$ cat src/rtl/fir_wb_sequencer.sv
// fir_wb_sequencer
// Wishbone master that runs one complete FIR job through the Wishbone-to-FIR
// bridge: writes the length, writes TAPS coefficients, sets ap_start, streams
// len samples to the stream port, then polls ap_ctrl until ap_done is seen.
// Every access is followed by at least one idle cycle, and each access is
// abandoned with an error pulse if no acknowledge arrives within TIMEOUT cycles.
module fir_wb_sequencer #(
    parameter int ADDR_W   = 12,
    parameter int DATA_W   = 32,
    parameter int TAPS     = 11,
    parameter int TIMEOUT  = 1024,
    parameter int POLL_GAP = 8
) (
    input  logic              wb_clk_i,
    input  logic              wb_rst_i,
    input  logic              start,
    input  logic [31:0]       len,
    output logic [3:0]        tap_idx,
    input  logic [DATA_W-1:0] tap_data,
    input  logic              smp_valid,
    input  logic [DATA_W-1:0] smp_data,
    output logic              smp_ready,
    output logic              wbm_cyc_o,
    output logic              wbm_stb_o,
    output logic              wbm_we_o,
    output logic [3:0]        wbm_sel_o,
    output logic [ADDR_W-1:0] wbm_adr_o,
    output logic [DATA_W-1:0] wbm_dat_o,
    input  logic [DATA_W-1:0] wbm_dat_i,
    input  logic              wbm_ack_i,
    output logic              busy,
    output logic              done,
    output logic              error
);

    // Counter widths: the timeout counter runs 0..TIMEOUT-1, the gap counter 0..POLL_GAP-1.
    localparam int TMO_W = (TIMEOUT > 1) ? $clog2(TIMEOUT) : 1;
    localparam int GAP_W = (POLL_GAP > 1) ? $clog2(POLL_GAP) : 1;
    localparam logic [TMO_W-1:0] TMO_LAST = TMO_W'(TIMEOUT - 1);
    localparam logic [GAP_W-1:0] GAP_LAST = GAP_W'(POLL_GAP - 1);
    localparam logic [3:0]       TAP_LAST = 4'(TAPS - 1);

    // Bridge register map.
    localparam logic [ADDR_W-1:0] ADR_CTRL   = ADDR_W'(32'h0000_0000);
    localparam logic [ADDR_W-1:0] ADR_LEN    = ADDR_W'(32'h0000_0010);
    localparam logic [ADDR_W-1:0] ADR_TAP0   = ADDR_W'(32'h0000_0020);
    localparam logic [ADDR_W-1:0] ADR_STREAM = ADDR_W'(32'h0000_0100);

    typedef enum logic [2:0] {
        ST_IDLE,
        ST_WR_LEN,
        ST_WR_TAP,
        ST_WR_START,
        ST_STREAM,
        ST_POLL_WAIT,
        ST_POLL,
        ST_DONE
    } state_t;

    state_t              state_r;
    logic [31:0]         len_r;
    logic [31:0]         smp_cnt_r;
    logic [TMO_W-1:0]    tmo_r;
    logic [GAP_W-1:0]    gap_r;
    logic [3:0]          tap_idx_r;
    logic                cyc_r;
    logic                we_r;
    logic [3:0]          sel_r;
    logic [ADDR_W-1:0]   adr_r;
    logic [DATA_W-1:0]   dat_r;
    logic                smp_ready_r;
    logic                busy_r;
    logic                done_r;
    logic                error_r;

    // Only ap_done (bit 1) of the status word steers the sequencer.
    logic unused_rd_s;
    assign unused_rd_s = ^{wbm_dat_i[DATA_W-1:2], wbm_dat_i[0]};

    assign tap_idx   = tap_idx_r;
    assign smp_ready = smp_ready_r;
    assign wbm_cyc_o = cyc_r;
    assign wbm_stb_o = cyc_r;
    assign wbm_we_o  = we_r;
    assign wbm_sel_o = sel_r;
    assign wbm_adr_o = adr_r;
    assign wbm_dat_o = dat_r;
    assign busy      = busy_r;
    assign done      = done_r;
    assign error     = error_r;

    // Sequencer FSM: launches one access per bus state while cyc is low, and
    // completes or aborts it while cyc is high, so accesses never abut.
    always_ff @(posedge wb_clk_i) begin
        if (wb_rst_i) begin
            state_r     <= ST_IDLE;
            len_r       <= 32'd0;
            smp_cnt_r   <= 32'd0;
            tmo_r       <= {TMO_W{1'b0}};
            gap_r       <= {GAP_W{1'b0}};
            tap_idx_r   <= 4'd0;
            cyc_r       <= 1'b0;
            we_r        <= 1'b0;
            sel_r       <= 4'h0;
            adr_r       <= {ADDR_W{1'b0}};
            dat_r       <= {DATA_W{1'b0}};
            smp_ready_r <= 1'b0;
            busy_r      <= 1'b0;
            done_r      <= 1'b0;
            error_r     <= 1'b0;
        end else begin
            smp_ready_r <= 1'b0;
            done_r      <= 1'b0;
            error_r     <= 1'b0;
            if (cyc_r) begin
                if (wbm_ack_i) begin
                    // Access completes: release the bus and advance on this edge.
                    cyc_r <= 1'b0;
                    we_r  <= 1'b0;
                    sel_r <= 4'h0;
                    case (state_r)
                        ST_WR_LEN: begin
                            tap_idx_r <= 4'd0;
                            state_r   <= ST_WR_TAP;
                        end
                        ST_WR_TAP: begin
                            if (tap_idx_r == TAP_LAST) begin
                                state_r <= ST_WR_START;
                            end else begin
                                tap_idx_r <= tap_idx_r + 4'd1;
                            end
                        end
                        ST_WR_START: begin
                            smp_cnt_r <= 32'd0;
                            state_r   <= ST_STREAM;
                        end
                        ST_STREAM: begin
                            smp_cnt_r <= smp_cnt_r + 32'd1;
                            if ((smp_cnt_r + 32'd1) == len_r) begin
                                gap_r   <= {GAP_W{1'b0}};
                                state_r <= ST_POLL_WAIT;
                            end
                        end
                        ST_POLL: begin
                            if (wbm_dat_i[1]) begin
                                state_r <= ST_DONE;
                            end else begin
                                gap_r   <= {GAP_W{1'b0}};
                                state_r <= ST_POLL_WAIT;
                            end
                        end
                        default: begin
                            busy_r  <= 1'b0;
                            state_r <= ST_IDLE;
                        end
                    endcase
                end else if (tmo_r == TMO_LAST) begin
                    // Slave never answered: abandon the job.
                    cyc_r   <= 1'b0;
                    we_r    <= 1'b0;
                    sel_r   <= 4'h0;
                    error_r <= 1'b1;
                    busy_r  <= 1'b0;
                    state_r <= ST_IDLE;
                end else begin
                    tmo_r <= tmo_r + TMO_W'(1);
                end
            end else begin
                case (state_r)
                    ST_IDLE: begin
                        if (start) begin
                            if (len != 32'd0) begin
                                len_r   <= len;
                                busy_r  <= 1'b1;
                                state_r <= ST_WR_LEN;
                            end else begin
                                error_r <= 1'b1;
                            end
                        end
                    end
                    ST_WR_LEN: begin
                        cyc_r <= 1'b1;
                        we_r  <= 1'b1;
                        sel_r <= 4'hF;
                        adr_r <= ADR_LEN;
                        dat_r <= DATA_W'(len_r);
                        tmo_r <= {TMO_W{1'b0}};
                    end
                    ST_WR_TAP: begin
                        cyc_r <= 1'b1;
                        we_r  <= 1'b1;
                        sel_r <= 4'hF;
                        adr_r <= ADR_TAP0 + ADDR_W'({tap_idx_r, 2'b00});
                        dat_r <= tap_data;
                        tmo_r <= {TMO_W{1'b0}};
                    end
                    ST_WR_START: begin
                        cyc_r <= 1'b1;
                        we_r  <= 1'b1;
                        sel_r <= 4'hF;
                        adr_r <= ADR_CTRL;
                        dat_r <= DATA_W'(32'h0000_0001);
                        tmo_r <= {TMO_W{1'b0}};
                    end
                    ST_STREAM: begin
                        // No timeout applies while waiting for a sample.
                        if (smp_valid) begin
                            smp_ready_r <= 1'b1;
                            cyc_r       <= 1'b1;
                            we_r        <= 1'b1;
                            sel_r       <= 4'hF;
                            adr_r       <= ADR_STREAM;
                            dat_r       <= smp_data;
                            tmo_r       <= {TMO_W{1'b0}};
                        end
                    end
                    ST_POLL_WAIT: begin
                        if (gap_r == GAP_LAST) begin
                            state_r <= ST_POLL;
                        end else begin
                            gap_r <= gap_r + GAP_W'(1);
                        end
                    end
                    ST_POLL: begin
                        cyc_r <= 1'b1;
                        we_r  <= 1'b0;
                        sel_r <= 4'hF;
                        adr_r <= ADR_CTRL;
                        dat_r <= {DATA_W{1'b0}};
                        tmo_r <= {TMO_W{1'b0}};
                    end
                    ST_DONE: begin
                        done_r  <= 1'b1;
                        busy_r  <= 1'b0;
                        state_r <= ST_IDLE;
                    end
                    default: begin
                        busy_r  <= 1'b0;
                        state_r <= ST_IDLE;
                    end
                endcase
            end
        end
    end

endmodule
$ cat config.mk
export PLATFORM = sky130hd
export DESIGN_NAME = fir_wb_sequencer
export DESIGN_NICKNAME = d
export VERILOG_FILES = /design/src/rtl/fir_wb_sequencer.sv
export SDC_FILE = /design/constraint.sdc
export NUM_CORES = 1
export LEC_CHECK = 0
export ABC_AREA = 1
export ABC_CLOCK_PERIOD_IN_PS = 6800
export BUFFER_PORTS_ARGS = -buffer_cell sky130_fd_sc_hd__buf_2
export CORE_MARGIN = 4
export CORE_UTILIZATION = 50
export DETAILED_ROUTE_END_ITERATION = 8
export PLACE_DENSITY = 0.76
export REMOVE_ABC_BUFFERS = 1
export SYNTH_ARGS = -nofsm -noshare
export SYNTH_HDL_FRONTEND = slang
export SYNTH_SLANG_ARGS = --single-unit
$ cat constraint.sdc
create_clock -name wb_clk_i -period 6.8 [get_ports wb_clk_i]
set_clock_uncertainty 0.05 [all_clocks]
set_input_delay 0.68 -clock wb_clk_i [delete_from_list [all_inputs] [get_ports wb_clk_i]]
set_output_delay 0.68 -clock wb_clk_i [all_outputs]
set_load 0.02 [all_outputs]
==> After elaboration in Yosys (flattened, before gate mapping) <==
Index checks and enable logic that the tools add are counted.
{ "totals": {"mem_bits_ro": 0, "latch_bits": 0, "memories": 0, "out_inout_bits": 59, "word_cells": 136, "ram_bits": 0, "input_bits": 133, "register_bits": 138} }
{ "op_classes": {"n_eq_ne": 28, "div": 0, "bitwise": 2, "n_mul": 0, "n_shift": 0, "n_addsub": 5, "order_cmp": 0, "n_mux": 58, "reduce_logical": 28} }
{ "op_table": {"columns": ["cell", "count"], "rows": [
  ["32-bit case mux with 5 select lines", 1],
  ["32-bit case mux with 2 select lines", 1],
  ["12-bit case mux with 4 select lines", 1],
  ["3-bit two-way mux", 14],
  ["10-bit two-way mux", 4],
  ["32-bit by 1-bit adder with 32-bit output (second input constant)", 1],
  ["32-bit equality test", 1],
  ["32-bit two-way mux", 1],
  ["32-bit nonzero test", 1],
  ["3-bit inequality test (second input constant)", 7],
  ["1-bit two-way mux", 20],
  ["4-bit two-way mux", 5],
  ["10-bit case mux with 2 select lines", 1],
  ["4-bit case mux with 2 select lines", 2],
  ["3-bit equality test (second input constant)", 5],
  ["3-bit case mux with 5 select lines", 1],
  ["3-bit AND reduction", 5],
  ["12-bit two-way mux", 1],
  ["2-bit inequality test (second input constant)", 6],
  ["4-bit AND reduction", 3],
  ["4-bit nonzero test", 3],
  ["10-bit by 1-bit adder with 10-bit output (second input constant)", 1],
  ["10-bit equality test (second input constant)", 1],
  ["3-bit case mux with 3 select lines", 1],
  ["other kinds (25)", 34]
]} }

==> Longest topological paths before layout <==
Gate-level depths: netlist (run 1).
{ "logic_depth": {"word_depth": 6, "mapped_depth": 19} }

==> Worst setup path before layout (run 1) <==
No wires, ideal clock.
{ "synth_timing": {"kind": "register to register", "start": "reg smp_cnt_r[0]", "end": "reg gap_r[0]", "setup_slack_ns": 4.683, "path_buffers": 0, "path_stages_with_launch": 19, "arrival_ns": 1.952, "path_cell_list": "dfxtp_1 -> ha_1 -> nand2_1 -> nor2_2 -> nand2_2 -> nor2_4 -> nand2_1 -> nand2_1 -> nand2_1 -> nand2_1 -> nand2_1 -> nor2_1 -> nand2_1 -> nor2_2 -> nand3_2 -> nand2_2 -> nand2_4 -> a21oi_1 -> nor2_1"} }
{ "synth_between": {"elab_chain_cells": 4} }
{ "synth_lines": {"columns": ["item", "line_no", "source"], "rows": [
  ["start, declared", "62", "logic [31:0] smp_cnt_r;"],
  ["start signal, assigned", "138", "smp_cnt_r <= smp_cnt_r + 32'd1;"],
  ["32-bit by 1-bit adder with 32-bit output", "139", "if ((smp_cnt_r + 32'd1) == len_r) begin"],
  ["32-bit equality test", "139", null],
  ["3-bit inequality test (no line)", null, null],
  ["6-bit AND reduction (no line)", null, null],
  ["end signal, assigned", "140", "gap_r <= {GAP_W{1'b0}};"],
  ["end signal, assigned", "148", "gap_r <= {GAP_W{1'b0}};"],
  ["end signal, assigned", "221", "gap_r <= gap_r + GAP_W'(1);"],
  ["end, declared", "64", "logic [GAP_W-1:0] gap_r;"]
]} }
No other way between the ends.
A chain may end at the register's enable or synchronous reset.

==> Worst setup path in the final report (run 1) <==
{ "layout_timing": {"start": "reg state_r[1]", "end": "reg state_r[2]"} }
{ "layout_between": {"elab_chain_cells": 4, "word_cells_on_any_way": 19, "cone_classes": "eq/ne: 12; mux: 4; reduce/logical: 3"} }
{ "layout_lines": {"columns": ["item", "line_no", "source"], "rows": [
  ["start, declared", "60", "state_t state_r;"],
  ["start signal, assigned", "96", "state_r <= ST_IDLE;"],
  ["start signal, assigned", "124", "state_r <= ST_WR_TAP;"],
  ["start signal, assigned", "128", "state_r <= ST_WR_START;"],
  ["3-bit equality test, or another cell as far along", "121", "case (state_r)"],
  ["3-bit case mux with 5 select lines", "121", null],
  ["3-bit two-way mux", "116", "if (wbm_ack_i) begin"],
  ["3-bit two-way mux", "115", "if (cyc_r) begin"]
]} }
Several ways; a longest one is shown, not always the timed one.

==> results of run 1 <==
## cell families after synthesis
group	count (synthesis)	share of synthesized area, %
adders and majority gates	6	1.03
AOI/OAI and AO/OA	235	18.1
DFF	129	35.5
xor gates and xnor gates	9	1.46
buffers and inverters	166	9.28
and+or+nand+nor	566	34.6
other	1	0.0516
## power breakdown
part | switching [mW] | internal [mW] | total (mW)
clock | 0.319 | 0.601 | 0.920
combinational | 0.781 | 0.380 | 1.16
sequential | 0.101 | 0.939 | 1.04
## cell usage in the layout, fill, tap and decap left out, types with 5 or more instances in the layout
cell and count:
a21oi_1 122, a221oi_1 32, buf_2 154, buf_4 7, clkbuf_1 5, clkbuf_16 17
conb_1 6, dfxtp_1 129, ha_1 6, inv_1 103, inv_2 7, nand2_1 279
nand2_2 5, nand3_1 99, nand3_2 7, nand4_1 5, nor2_1 123, nor2_2 9
nor2_4 10, nor3_1 13, o21ai_0 72, xor2_1 5
## area by class of cell
| class | instances | area, sq um | area share (%) |
|---|---|---|---|
| Tap cell | 180 | 225 | 2.60 |
| Inverter | 110 | 413 | 4.76 |
| Multi-Input combinational cell | 822 | 4040 | 46.6 |
| Timing Repair Buffer | 161 | 823 | 9.49 |
| Sequential cell | 129 | 2580 | 29.8 |
| Clock inverter | 5 | 103 | 1.18 |
| Clock buffer | 25 | 485 | 5.60 |
## flip-flops by register name, summed over array words and instances (netlist names), 3 cells and up
signal	count
wbm_adr_o	6
tap_idx	4
gap_r	3
smp_cnt_r	32
wbm_dat_o	32
len_r	32
state_r	3
tmo_r	10
## metrics by stage
step	instance area (sq um)	instances	utilization, %	hold WS [ns]	power (mW)
global placement	8090	1402	57.6	0.399	2.19
global route	8670	1432	61.8	0.437	3.33
floorplan	7020	1061	-	0.393	1.83
finish	8670	1432	61.8	0.414	3.12
CTS	8670	1432	61.8	0.415	3.14
detailed placement	8090	1402	57.6	0.406	2.21
## worst reg2reg max path: cells and delay by family, from the launching register on
kind | cells | cell delay [ns]
compound gates | 1 | 0.22
buf+inv | 4 | 0.36
flops | 1 | 0.45
simple gates | 8 | 1.75
## metal layers
metal / global-route usage, % / share of wire [%]
met5: 0 / 0.13
met2: 41.3 / 45
met1: 32.9 / 45
met3: 6.64 / 8.3
met4: 6.73 / 1.4
## worst max path at each step
stage | end | from | slack (ns)
global route | state_r[2] | state_r[1] | 3.61
finish | state_r[2] | state_r[1] | 3.86
global placement | len_r[24] | len[22] | 3.87
CTS | state_r[1] | state_r[1] | 3.86
floorplan | tmo_r[9] | state_r[0] | 4.06
detailed placement | len_r[24] | len[22] | 3.85
==> reports/summary.txt, run 1 <==
===============================================================================
Result of the run                                                  finished clean
Fraction of layout cells with a size suffix above 1                       18.8%
Setup-failing EPs final                                                       0
Top area cells in the synthesized netlist                          dfxtp_1, nand2_1, a21oi_1, nand3_1, nor2_1
Number of nets still failing antenna checks after routing                     0
Io pins                                                                     192
CP Max Fanout                                                                37
Cell type of the slowest stage on the worst timing path                  nor2_4
Reg2reg start                                                        state_r[1]
Clk Latency, worst-skew pair                                            0.42 ns
Slowest cell delay on critical path                                     0.77 ns
Clock buffers created by TritonCTS                                           17
Clock transition at the registers of the reported paths                 0.05 ns
Hold Violations, Final                                                        0
Sequential share of the synthesized area                                  35.5%
Final weighted congestion in routability-driven placement                 0.922
H-tree depth                                                                  4
Global-route wire length before repair                                  33.5 mm
Core Box Area                                                      14,000 sq um
Sinks on Clock Net                                                          129
Final WS setup                                                          3.86 ns
Setup Crit Path Kind                                               flip-flop to flip-flop
Initial antenna violation count                                               2
Data arrival time at the worst-slack endpoint                           3.21 ns
RSZ-0062 raised after global routing                                      false
Leftover overflow at the end of global routing                                0
Post-Synthesis Cell Area                                             7270 sq um
Area of the die                                                    16,500 sq um
CTS tree                                                                  built
Setup TNS                                                                  0 ns
Effective utilization at floorplan                                        51.7%
Number of synthesized register bits                                         129
Pins Over Slew Limit                                                          0
Total GRT Usage                                                           25.1%
Async SR Flop Fraction                                                       0%
Resized cells post-CTS                                                        0
Die height                                                               129 um
Number of cell instances on the worst register-to-register path              13
Total length of routed wires                                            20.4 mm
Post-synthesis cell type count                                               40
Number of post-CTS setup repair buffers                                       0
Dominant cell type by area after synthesis                              dfxtp_1
Ys Warns                                                                      0
Most common flop cell mapped by yosys                                   dfxtp_1
Maximum resistive drop on vdd                                          0.294 mV
Worst-case headroom to the max-slew limit                                 30.0%
Power Density                                                       360 nW/um^2
Largest delay share family, worst path                             simple AND/OR/NAND/NOR gates
Layout filler cell count                                                  1,368
Post-synthesis cell count                                                 1,112
Largest net degree at the start of global routing                            71
Clock Tree Buf Depth                                                          2
Maxcap violations                                                             0
Worst path depth                                                             13
Worst R2R End                                                        state_r[2]
Worst min-delay path endpoint                                          wbm_we_o
Tightest Pin Transition                                                 1.05 ns
Total vias in the final route                                             7,619
Maximum achievable frequency                                          0.340 GHz
Endpoint required time on the critical path                             7.07 ns
Min-delay worst type                                               flip-flop to flip-flop
Minimum clock period                                                    2.94 ns
Worst setup slack for register-to-register paths                        3.86 ns
Fraction of the cycle the final worst path needs                          43.2%
Total leakage power                                                     3.67 nW
Cell breakdown of the critical path                                inv_1, nor2_2, inv_2, nor2_4, inv_2, o21ai_1, nor2_1, inv_1, nand3_1, nor4_4, nand3_1, nand2_1, nor2_1
Remaining DRCs                                                                0
Number of enable flip-flop cells after synthesis                              0
Die width                                                                129 um
Wire length per cell                                                    14.3 um
Post-layout net count                                                     1,380
Hold buffer count at CTS                                                      0
Crit start category                                                   flip-flop
Top-count cell post-synth                                               nand2_1
Bufs and invs on worst path                                                   4
Vias in the first global route                                            6,975
Pre-CTS setup slack                                                     3.85 ns
# diodes                                                                      0
Detailed-routing iteration count for the pre-antenna-repair pass              6
Root Buffer Master                                                    clkbuf_16
Min-Delay Path Depth                                                          2
HPWL after detailed placement                                           14.2 mm
Synthesis-to-finish area growth                                           19.4%
Min-delay src                                                          wbm_we_o
Most used standard cells in the synthesized netlist                nand2_1, dfxtp_1, nor2_1
Initial drt markers                                                         550
Type of destination of the critical path                              flip-flop
Via-per-instance ratio                                                     5.32
Area share of the largest cell type after synthesis                       35.5%
Syn avg cell area                                                    6.53 sq um
Port-buffer cells                                                           154
Std cell rows                                                                43
===============================================================================
Power figures use the tool's default switching activity.
==> run 2: changes to the inputs <==
--- a/config.mk
+++ b/config.mk
@@ -6,12 +6,12 @@
 export NUM_CORES = 1
 export LEC_CHECK = 0
 export ABC_AREA = 1
-export ABC_CLOCK_PERIOD_IN_PS = 6800
+export ABC_CLOCK_PERIOD_IN_PS = 2670
 export BUFFER_PORTS_ARGS = -buffer_cell sky130_fd_sc_hd__buf_2
 export CORE_MARGIN = 4
-export CORE_UTILIZATION = 50
+export CORE_UTILIZATION = 48
 export DETAILED_ROUTE_END_ITERATION = 8
-export PLACE_DENSITY = 0.76
+export PLACE_DENSITY = 0.77
 export REMOVE_ABC_BUFFERS = 1
 export SYNTH_ARGS = -nofsm -noshare
 export SYNTH_HDL_FRONTEND = slang
==> constraint.sdc (replaced) <==
create_clock -name wb_clk_i -period 2.67 [get_ports wb_clk_i]
set_clock_uncertainty 0.05 [all_clocks]
set_input_delay 0.267 -clock wb_clk_i [delete_from_list [all_inputs] [get_ports wb_clk_i]]
set_output_delay 0.267 -clock wb_clk_i [all_outputs]
set_load 0.02 [all_outputs]
==> reports/summary.txt, run 2 (synthesis gave the netlist of run 1 again) <==
================================================================================
Result of the run                                                   finished clean
Vias in the first global route                                             6,974
Die width                                                                 131 um
Clock buffers created by TritonCTS                                            17
Total GRT Usage                                                            24.2%
Pins Over Slew Limit                                                           0
Initial antenna violation count                                                1
Detailed-routing iteration count for the pre-antenna-repair pass               5
Leftover overflow at the end of global routing                                 0
Clock Tree Buf Depth                                                           2
Port-buffer cells                                                            154
Die height                                                                131 um
Pre-CTS setup slack                                                     0.130 ns
Fraction of layout cells with a size suffix above 1                        20.3%
Core Box Area                                                       14,700 sq um
Tightest Pin Transition                                                 0.656 ns
Synthesis-to-finish area growth                                            22.1%
Power Density                                                        922 nW/um^2
Sinks on Clock Net                                                           129
Hold buffer count at CTS                                                       0
Hold Violations, Final                                                         0
Root Buffer Master                                                     clkbuf_16
Post-place instance area                                              8200 sq um
H-tree depth                                                                   4
Via-per-instance ratio                                                      5.38
Slowest cell delay on critical path                                      0.33 ns
Initial drt markers                                                          552
Most used cell, CP                                                       nand2_1
CTS tree                                                                   built
Maximum resistive drop on vdd                                           0.836 mV
Std cell rows                                                                 44
Clk Latency, worst-skew pair                                             0.43 ns
Final WS setup                                                          0.210 ns
Leading cell type in the layout, fill and taps excluded                  nand2_1
Type of destination of the critical path                               flip-flop
# diodes                                                                       0
Worst-case headroom to the max-slew limit                                  56.2%
Clock transition at the registers of the reported paths                  0.06 ns
Final standard cell count with taps included and fillers excluded          1,448
Setup Crit Path Kind                                                flip-flop to flip-flop
Total vias in the final route                                              7,786
Total length of routed wires                                             20.9 mm
RSZ-0062 raised after global routing                                       false
Largest net degree at the start of global routing                             71
Maximum achievable frequency                                           0.407 GHz
CP Max Fanout                                                                 11
Wire length per cell                                                     14.4 um
Total leakage power                                                      3.77 nW
Endpoint required time on the critical path                              2.94 ns
Final instance area                                                   8870 sq um
Crit start category                                                    flip-flop
Fraction of the cycle the final worst path needs                           92.1%
Remaining DRCs                                                                 0
Global-route wire length before repair                                   33.0 mm
Effective utilization at floorplan                                         49.4%
Setup-failing EPs final                                                        0
Number of cells in the design after placement                              1,415
Cell type of the slowest stage on the worst timing path                  dfxtp_1
Io pins                                                                      192
Worst hold slack                                                       0.0543 ns
Min-delay worst type                                                input pin to flip-flop
Worst setup slack for register-to-register paths                         0.21 ns
Cell breakdown of the critical path                                 buf_4, nand2_1, nor2_4, nand2_4, nor2_4, nand3_1, nand3_1, nand2_1, nor2_1, nand2_1, nor2_2, nand3_2, nand2_2, nand2_4, a21oi_1, nor2_1
Maxcap violations                                                              0
Top library cells by usage in the layout, fill and taps aside       nand2_1, buf_2, dfxtp_1
Area of the die                                                     17,200 sq um
Number of nets still failing antenna checks after routing                      0
Minimum clock period                                                     2.46 ns
Final weighted congestion in routability-driven placement                  0.918
HPWL after detailed placement                                            15.0 mm
Data arrival time at the worst-slack endpoint                            2.73 ns
Post-layout net count                                                      1,390
================================================================================
-- run 2: changes by cell type in the layout (fill, tap and decap cells not counted), sizes merged --
cell / delta
buf: +10
bufinv: +1
clkbuf: -3
clkinv: +4
-- run 2: worst max-delay path: cells and delay by family, from the launching register on --
kind | cells | cell delay, ns
flops | 1 | 0.33
compound gates | 1 | 0.13
buf+inv | 1 | 0.14
simple gates | 14 | 1.68
-- run 2: area by class of cell --
type                    count  area [sq um]
flip-flops and latches    129          2580
repair buffers            171           948
inverters                 110           413
clock inverters            10           156
clock buffers              22           474
well taps                 184           230
multi-input cells         822          4070
fillers                  1406          5820
-- run 2: per-stage QoR --
stage               setup TNS [ns]  util, %  total power [mW]
finish                           0     60.4              8.18
global route                     0     60.4              8.69
CTS                              0     60.0              8.23
detailed placement               0     55.8              5.71
global placement                 0     55.8              5.66
floorplan                  -0.0655        -              4.67
-- run 2: per-layer routing --
layer	vias to the layer above	GRT usage, %	part of all wire, %
met4	2	7.08	1.7
li1	3947	-	-
met2	232	40.1	47
met5	-	0	0.053
met1	3574	31.5	45
met3	31	5.81	6.4
-- run 2: what timing repair did --
item | in CTS | in global routing
gates resized for setup | 0 | 9
setup endpoints to repair | 0 | 6
buffers inserted | 0 | 1
-- run 2: path summary, 6_finish.rpt --
kind                startpoint            to  cells after the start
hold reg to reg   wbm_adr_o[5]  wbm_adr_o[5]                      2
hold / removal       smp_valid     smp_ready                      3
setup reg to reg  smp_cnt_r[0]      gap_r[0]                     16
setup / recovery  smp_cnt_r[0]      gap_r[0]                     16
-- run 2: power breakdown --
part	switching, mW	internal, mW
logic	2.01	1.02
registers	0.260	2.39
clock network	0.868	1.63
==> run 3: changes to the inputs <==
==> constraint.sdc (replaced) <==
create_clock -name wb_clk_i -period 2.67 [get_ports wb_clk_i]
set_clock_uncertainty 0.05 [all_clocks]
set_input_delay 0.1335 -clock wb_clk_i [delete_from_list [all_inputs] [get_ports wb_clk_i]]
set_output_delay 0.1335 -clock wb_clk_i [all_outputs]
set_load 0.02 [all_outputs]
==> reports/summary.txt, run 3 (synthesis gave the netlist of run 1 again) <==
================================================================================
Result of the run                                                   finished clean
Setup-failing EPs final                                                        0
Leftover overflow at the end of global routing                                 0
Number of cell instances on the worst register-to-register path               18
HPWL after detailed placement                                            15.1 mm
Via-per-instance ratio                                                      5.31
# diodes                                                                       0
Clock transition at the registers of the reported paths                  0.06 ns
Crit start category                                                    flip-flop
Overall power                                                            8.54 mW
Worst setup slack for register-to-register paths                         0.17 ns
Total vias in the final route                                              8,220
Global-route wire length before repair                                   36.1 mm
H-tree depth                                                                   4
Maximum achievable frequency                                           0.400 GHz
Detailed-routing iteration count for the pre-antenna-repair pass               7
Io pins                                                                      192
Port-buffer cells                                                            154
Std cell rows                                                                 44
Sinks on Clock Net                                                           129
Effective utilization at floorplan                                         49.4%
Synthesis-to-finish area growth                                            35.5%
Clock buffers created by TritonCTS                                            17
Largest net degree at the start of global routing                             71
Clk Latency, worst-skew pair                                             0.43 ns
Final weighted congestion in routability-driven placement                  0.920
Number of cells in the design after placement                              1,416
Maximum resistive drop on vdd                                           0.762 mV
Power Density                                                        867 nW/um^2
Maxcap violations                                                              0
Vias in the first global route                                             7,677
Clock Tree Buf Depth                                                           2
Worst-case headroom to the max-slew limit                                  55.6%
Core utilization of the finished layout                                    67.0%
Detailed route wirelength on metal2                                      11.1 mm
Final standard cell count with taps included and fillers excluded          1,547
Area of the die                                                     17,200 sq um
Data arrival time at the worst-slack endpoint                            2.78 ns
Post-layout net count                                                      1,489
Pins Over Slew Limit                                                           0
Worst hold slack                                                      0.00863 ns
Top library cells by usage in the layout, fill and taps aside       nand2_1, buf_2, dfxtp_1
Total length of routed wires                                             22.9 mm
Core Box Area                                                       14,700 sq um
Initial drt markers                                                          606
Hold Violations, Final                                                         0
Setup Crit Path Kind                                                flip-flop to flip-flop
Area occupied by multi-input gates                                    4100 sq um
Met3 WL post-DR                                                          1.58 mm
Die height                                                                131 um
CTS tree                                                                   built
Leading cell type in the layout, fill and taps excluded                  nand2_1
Min-Delay Path Depth                                                           3
Min-delay worst type                                                input pin to flip-flop
CP Max Fanout                                                                 11
Initial antenna violation count                                                0
Max Used Layer                                                              met4
Wl on met1                                                               9.81 mm
Minimum clock period                                                     2.50 ns
Root Buffer Master                                                     clkbuf_16
Register Area                                                         2590 sq um
Tightest Pin Transition                                                 0.665 ns
Wire length per cell                                                     14.8 um
Number of nets still failing antenna checks after routing                      0
Endpoint required time on the critical path                              2.95 ns
Total GRT Usage                                                            26.6%
Fraction of layout cells with a size suffix above 1                        20.0%
Die width                                                                 131 um
Total leakage power                                                      4.12 nW
Layout filler cell count                                                   1,256
Type of destination of the critical path                               flip-flop
Fraction of the cycle the final worst path needs                           93.6%
Remaining DRCs                                                                 0
================================================================================
==> run 3: path summary, 6_finish.rpt <==
| kind | start | to |
|---|---|---|
| setup / recovery | smp_cnt_r[0] | gap_r[0] |
| hold reg to reg | wbm_adr_o[5] | wbm_adr_o[5] |
| hold / removal | len[29] | len_r[29] |
| setup reg to reg | smp_cnt_r[0] | gap_r[0] |
==> run 3: metrics by stage <==
stage	instance area (sq um)	setup TNS (ns)	setup slack (ns)
floorplan	7020	-0.0655	-0.0655
global placement	8180	0	0.223
detailed placement	8180	0	0.162
CTS	9720	0	0.111
global route	9850	-0.0374	-0.0337
finish	9850	0	0.171
==> run 3: layer usage <==
metal	vias to the layer above	track usage, %
li1	4132	-
met1	3762	33.4
met2	293	45.3
met3	33	5.85
met4	0	9.07
met5	-	0
==> run 3: what timing repair did <==
action	in CTS	in global routing
endpoints found under the setup margin	0	6
buffers inserted	0	5
resized for setup	0	21
hold buffers	94	0
hold endpoints to repair	63	0
==> run 3: area by class of cell <==
cell class | instances | share of cell area, %
clock buffers | 20 | 4.54
clock inverters | 12 | 1.60
inverters | 110 | 4.19
multi-input cells | 822 | 41.6
flip-flops and latches | 129 | 26.3
well taps | 184 | 2.34
repair buffers | 270 | 19.4
==> run 3: critical path, cell delays in order (launching register included) <==
cell and delay (ns):
dfxtp_2 0.35, buf_4 0.14, nand2_1 0.08, nor2_4 0.21
buf_4 0.16, nand2_4 0.09, nor2_4 0.11, buf_12 0.14
nand3_1 0.07, nand3_1 0.09, nand2_1 0.05, nor2_1 0.10
nand2_1 0.07, nor2_2 0.14, nand3_2 0.13, nand2_2 0.11
nand2_4 0.08, a21oi_1 0.15, nor2_1 0.06
==> run 3: power breakdown <==
part           internal, mW  total (mW)  switching (mW)
clock                  1.50        2.41           0.918
combinational          1.34        3.47            2.12
sequential             2.39        2.66           0.269
